--- config.mk ---
export PLATFORM = sky130hd
export DESIGN_NAME = pyramid_sequencer
export DESIGN_NICKNAME = d
export VERILOG_FILES = /design/src/rtl/pyramid_sequencer.sv
export SDC_FILE = /design/constraint.sdc
export NUM_CORES = 1
export LEC_CHECK = 0
export CAP_MARGIN = 20
export CORE_AREA = 2 2 56 45
export DETAILED_ROUTE_END_ITERATION = 12
export DIE_AREA = 0 0 58 47
export PLACE_DENSITY = 0.67
export SETUP_SLACK_MARGIN = 0.5
export SLEW_MARGIN = 20
export SYNTH_ARGS = -nofsm -noshare
export SYNTH_HDL_FRONTEND = slang
export SYNTH_SLANG_ARGS = --single-unit
--- constraint.sdc ---
create_clock -name clk_in -period 1.6 [get_ports clk_in]
set_input_delay 0.24 -clock clk_in [delete_from_list [all_inputs] [get_ports clk_in]]
set_output_delay 0.24 -clock clk_in [all_outputs]
set_load 0.1 [all_outputs]
--- src/rtl/pyramid_sequencer.sv ---
// Purpose: walks the octave/level job list of an image pyramid and launches blur/downsample jobs on an engine.
// Latency: start_in -> first job_start_out 1 cycle; job_done_in -> next job_start_out 2 cycles.
// Backpressure: one job outstanding at a time; the next job waits for job_done_in (optional watchdog SEQ_WATCHDOG_EN).
module pyramid_sequencer #(
    parameter int NUM_OCTAVES    = 3,
    parameter int NUM_LEVELS     = 3,
    parameter int TOP_WIDTH      = 64,
    parameter int TOP_HEIGHT     = 64,
    parameter int TIMEOUT_CYCLES = 100000
) (
    input  logic                            clk_in,
    input  logic                            rst_n_in,
    input  logic                            start_in,
    output logic                            busy_out,
    output logic                            pyramid_done,
    output logic                            error_out,
    output logic                            job_start_out,
    output logic                            job_op_out,
    output logic [1:0]                      job_octave_out,
    output logic [1:0]                      job_level_out,
    output logic                            job_src_ext_out,
    output logic [$clog2(TOP_WIDTH):0]      job_width_out,
    output logic [$clog2(TOP_HEIGHT):0]     job_height_out,
    input  logic                            job_done_in
);

    localparam int WW = $clog2(TOP_WIDTH) + 1;
    localparam int HW = $clog2(TOP_HEIGHT) + 1;

    localparam logic [1:0]    LAST_OCT = 2'(NUM_OCTAVES - 1);
    localparam logic [1:0]    LAST_LVL = 2'(NUM_LEVELS - 1);
    localparam logic [WW-1:0] TOP_W    = WW'(TOP_WIDTH);
    localparam logic [HW-1:0] TOP_H    = HW'(TOP_HEIGHT);

    localparam logic OP_BLUR       = 1'b0;
    localparam logic OP_DOWNSAMPLE = 1'b1;

    typedef enum logic [2:0] {
        IDLE  = 3'd0,
        ISSUE = 3'd1,
        WAIT  = 3'd2,
        NEXT  = 3'd3,
        DONE  = 3'd4
    } state_t;

    state_t          state;
    logic [1:0]      octave;
    logic [1:0]      level;
    logic            op_q;
    logic            ext_q;
    logic [WW-1:0]   width_q;
    logic [HW-1:0]   height_q;
    logic            start_q;
    logic            busy_q;
    logic            done_q;

    logic            lvl_wrap;
    logic            last_job;
    logic [1:0]      nxt_oct;
    logic [1:0]      nxt_lvl;

`ifdef SEQ_WATCHDOG_EN
    localparam int             WDW     = $clog2(TIMEOUT_CYCLES + 1);
    localparam logic [WDW-1:0] WD_LAST = WDW'(TIMEOUT_CYCLES - 1);

    logic            err_q;
    logic [WDW-1:0]  wd_cnt;
`endif

    // Position of the job that follows the current one; a level wrap starts a new octave.
    always_comb begin
        lvl_wrap = (level == LAST_LVL);
        last_job = (octave == LAST_OCT) && lvl_wrap;
        nxt_lvl  = lvl_wrap ? 2'd0 : level + 2'd1;
        nxt_oct  = lvl_wrap ? octave + 2'd1 : octave;
    end

    // Sequencer FSM; every job field and status flag is registered here so outputs are glitch-free.
    always_ff @(posedge clk_in or negedge rst_n_in) begin
        if (!rst_n_in) begin
            state    <= IDLE;
            octave   <= 2'd0;
            level    <= 2'd0;
            op_q     <= 1'b0;
            ext_q    <= 1'b0;
            width_q  <= '0;
            height_q <= '0;
            start_q  <= 1'b0;
            busy_q   <= 1'b0;
            done_q   <= 1'b0;
`ifdef SEQ_WATCHDOG_EN
            err_q    <= 1'b0;
            wd_cnt   <= '0;
`endif
        end else begin
            // Launch and completion strobes are single-cycle pulses.
            start_q <= 1'b0;
            done_q  <= 1'b0;
            case (state)
                IDLE: begin
                    if (start_in) begin
                        // Octave 0, level 0 blurs the external input image.
                        octave   <= 2'd0;
                        level    <= 2'd0;
                        op_q     <= OP_BLUR;
                        ext_q    <= 1'b1;
                        width_q  <= TOP_W;
                        height_q <= TOP_H;
                        start_q  <= 1'b1;
                        busy_q   <= 1'b1;
`ifdef SEQ_WATCHDOG_EN
                        err_q    <= 1'b0;
`endif
                        state    <= ISSUE;
                    end
                end
                ISSUE: begin
                    // A done pulse in the launch cycle cannot belong to this job; it is dropped.
`ifdef SEQ_WATCHDOG_EN
                    wd_cnt <= '0;
`endif
                    state  <= WAIT;
                end
                WAIT: begin
                    if (job_done_in) begin
                        if (last_job) begin
                            busy_q <= 1'b0;
                            done_q <= 1'b1;
                            state  <= DONE;
                        end else begin
                            state  <= NEXT;
                        end
                    end
`ifdef SEQ_WATCHDOG_EN
                    else if (wd_cnt == WD_LAST) begin
                        // Engine stalled: abort but still report completion so the host is not left waiting.
                        err_q  <= 1'b1;
                        busy_q <= 1'b0;
                        done_q <= 1'b1;
                        state  <= DONE;
                    end else begin
                        wd_cnt <= wd_cnt + 1'b1;
                    end
`endif
                end
                NEXT: begin
                    // Level 0 of a new octave downsamples the last level of the previous octave;
                    // every other job blurs the level below it in the same octave.
                    octave   <= nxt_oct;
                    level    <= nxt_lvl;
                    op_q     <= lvl_wrap ? OP_DOWNSAMPLE : OP_BLUR;
                    ext_q    <= 1'b0;
                    width_q  <= TOP_W >> nxt_oct;
                    height_q <= TOP_H >> nxt_oct;
                    start_q  <= 1'b1;
                    state    <= ISSUE;
                end
                DONE: begin
                    state <= IDLE;
                end
                default: begin
                    state <= IDLE;
                end
            endcase
        end
    end

    assign busy_out        = busy_q;
    assign pyramid_done    = done_q;
    assign job_start_out   = start_q;
    assign job_op_out      = op_q;
    assign job_octave_out  = octave;
    assign job_level_out   = level;
    assign job_src_ext_out = ext_q;
    assign job_width_out   = width_q;
    assign job_height_out  = height_q;

`ifdef SEQ_WATCHDOG_EN
    assign error_out = err_q;
`else
    assign error_out = 1'b0;
`endif

endmodule

==> flow_summary.yaml, run 1 <==
run_status:
  outcome: "completed"
synth:
  yosysUniqueCellTypes: 32
  async_flop_share_pct: 100.0
  yosys_warnings: 0
  syn_inst: 81
  mappedNetlistArea_um2: 840.8
  synth-seq-cells: 16
  synth_edf_count: 0
  ys.flop_type: "dfrtp_1"
  yosysTopAreaCellShare_pct: 47.62
  synthTopCellsByArea: "dfrtp_1 (48%), buf_4 (9.8%), o2bb2ai_1 (3.1%), a31oi_1 (3.0%), nor2b_1 (3.0%)"
  post_synth.cell_area_avg_um2: 10.38
  yosys.area.top_type: "dfrtp_1"
  yosysSeqAreaShare_pct: 47.62
place:
  dp.cells: 122
  place.gp.congestion: 0.7926
  dpl.hpwl_um: 1272
  port-buffer-count: 20
floorplan:
  coreArea_mm2: 0.002177
  rows: 15
  ioPinCount: 28
  dieArea_mm2: 0.002726
  die_x_um: 58
  start_util_pct: 38.62
  die_y_um: 47
cts:
  clockRootBuffer: "clkbuf_4"
  cts_buffers: 3
  cts_max_path_buffers: 2
  path_clk_slew_ns: 0.09
  htreeDepth: 1
  cts_tree: "yes"
  cts_sinks: 16
  clock_latency_ns: 0.29
setup_path:
  crit_path_start: "job_octave_out[0]"
  critPathCaptureType: "flip-flop"
  cpPeakStageDelay_ns: 0.52
  cp_slowest_cell: "dfrtp_4"
  worstSetupPathType: "flip-flop to flip-flop"
  worstPathCellList: "inv_4 > ha_4 > nor4bb_4 > a31oi_1 > o2bb2ai_1"
  crit_end: "job_height_out[4]"
  crit_fanout: 5
  r2r-start: "job_octave_out[0]"
  cp-start-kind: "flip-flop"
  r2r_setup_slack_ns: 0.18
  r2r-end: "job_height_out[4]"
  reg2regPathDepth: 5
  cp_data_required_time_ns: 1.82
  crit_arrival_ns: 1.64
cells_and_area:
  final_core_util_pct: 71.15
  drive_gt1_share_pct: 62.90
  area_delta_synth_final_pct: 84.23
  area.sequential_um2: 431.7
  final_cells: 149
  finalNetCount: 130
  multi_input_area_um2: 444.2
  diodes: 0
  fillers: 138
timing:
  hold_violations: 0
  finalCriticalPeriod_ns: 1.419
  rsz0062_at_grt: "true"
  max_clock_freq_ghz: 0.7048
  skew_ns: 0.0007093
  period_share_pct: 88.68
  setup-violations-final: 0
  setup-tns-final_ns: 0
  drv_slew: 0
global_routing:
  grt.overflow.total: 0
  grt_pass1_vias: 749
  grt_max_degree: 17
  track_usage_pct: 18.70
  grt_pass1_wl_um: 3691
  antenna_found_initial: 0
routing:
  drc: 0
  ant_nets: 0
  wl_per_cell_um: 17.77
  routed_wl_um: 2647
  vias: 793
  drt_iter0_markers: 27
  dr.pass1.iters: 4
  vias_per_cell: 5.322
flow_run:
  drv_cap: 0
worst_hold_path:
  min_path_type: "primary input to asynchronous set/reset pin"
==> critical path: cells and delay by family, from the launching register on <==
family	cells	cell delay, ns
buffers and inverters	1	0.08
flip-flops	1	0.52
adder cells (fa/ha/maj)	1	0.22
AO/OA/AOI/OAI	2	0.24
AND/OR/NAND/NOR	1	0.29
==> cells in the mapped netlist, types with 2 or more instances <==
| cell | number |
|---|---|
| nor2_1 | 4 |
| nand2_1 | 5 |
| buf_4 | 11 |
| inv_1 | 4 |
| mux2i_1 | 2 |
| nor4bb_1 | 2 |
| nor2b_1 | 4 |
| a31oi_1 | 4 |
| a21oi_1 | 2 |
| o2bb2ai_1 | 3 |
| dfrtp_1 | 16 |
| nand2b_1 | 2 |
| o21ai_0 | 3 |
==> final cells by class <==
type,instances,share of cell area (%)
sequential,16,27.87
timing repair buffer,46,37.72
inverter,5,1.373
multi-input combinational,53,28.68
clock buffer,4,2.342
tap,25,2.019
==> state kept, by name (all words and copies together) (netlist names) <==
register,cells
job_octave_out,2
job_height_out,4
job_start_out,1
job_level_out,2
pyramid_done,1
state,3
busy_out,1
job_src_ext_out,1
job_op_out,1
==> worst min-delay path by stage <==
stage                            to  slack (ns)  depth (start not counted)
floorplan                  busy_out       -0.06                          0
global placement           busy_out        0.55                          2
detailed placement       job_op_out        0.54                          2
CTS                        state[1]        0.26                          2
global route               state[1]        0.29                          2
finish              job_src_ext_out        0.25                          2
==> routing by layer <==
metal  vias to the layer above  global-route usage, %  share of wire (%)
li1                        354                      -                  -
met4                         0                  5.581                2.1
met1                       390                  23.97                 41
met2                        39                  30.68                 50
met3                        10                  6.336                7.1
met5                         -                      0                  0
==> cells by family after synthesis <==
logic type      count (synthesis)  share of synthesized area (%)
simple gates                   26                          18.90
mux                             2                          2.381
fa+ha+maj                       1                          1.488
compound gates                 17                          15.18
other cells                     1                         0.4460
flops                          16                          47.62
buf+inv                        18                          13.99
==> cells in the final DEF (no fill, tap or decap), drive strengths merged <==
master	instances
a21oi	3
a31oi	4
a41o	1
and3	1
and3b	1
buf	43
clkbuf	4
clkdlybuf4s50	3
conb	7
dfrtp	16
ha	1
inv	5
mux2i	2
nand2	5
nand2b	2
nand3	1
nand3b	1
nand4b	1
nor2	4
nor2b	4
nor3	1
nor3b	1
nor4b	1
nor4bb	2
o21ai	3
o22a	1
o22ai	1
o2bb2ai	3
o32a	1
or4b	1
==> timing repair <==
item                       CTS  global route
resized for setup           14            10
setup endpoints to repair   33            33
hold buffers                 0             0
pin swaps                    5             7
setup buffers               16             7
==> through the flow <==
| stage | hold WS, ns | area, um^2 | worst slack (ns) |
|---|---|---|---|
| after CTS | 0.2635 | 1449 | 0.2296 |
| after detailed placement | 0.5368 | 1237 | -0.01762 |
| final | 0.2529 | 1549 | 0.1811 |
| after global placement | 0.5463 | 1237 | 0.02449 |
| after floorplan | -0.05559 | 940.9 | 0.02321 |
| after global routing | 0.2851 | 1549 | 0.1126 |
Power of run 1 is not shown: default switching activity piles up to over one toggle a cycle in this logic, so the estimate is an artifact.
==> inputs of run 2 (changes only) <==
--- a/config.mk
+++ b/config.mk
@@ -11,7 +11,6 @@
 export DIE_AREA = 0 0 58 47
 export PLACE_DENSITY = 0.67
 export SETUP_SLACK_MARGIN = 0.5
-export SLEW_MARGIN = 20
 export SYNTH_ARGS = -nofsm -noshare
 export SYNTH_HDL_FRONTEND = slang
 export SYNTH_SLANG_ARGS = --single-unit
==> results of run 2 <==
No change in the layout: final DEF, timing and power equal those of run 1.
Power of run 2 is left out for the same reason.
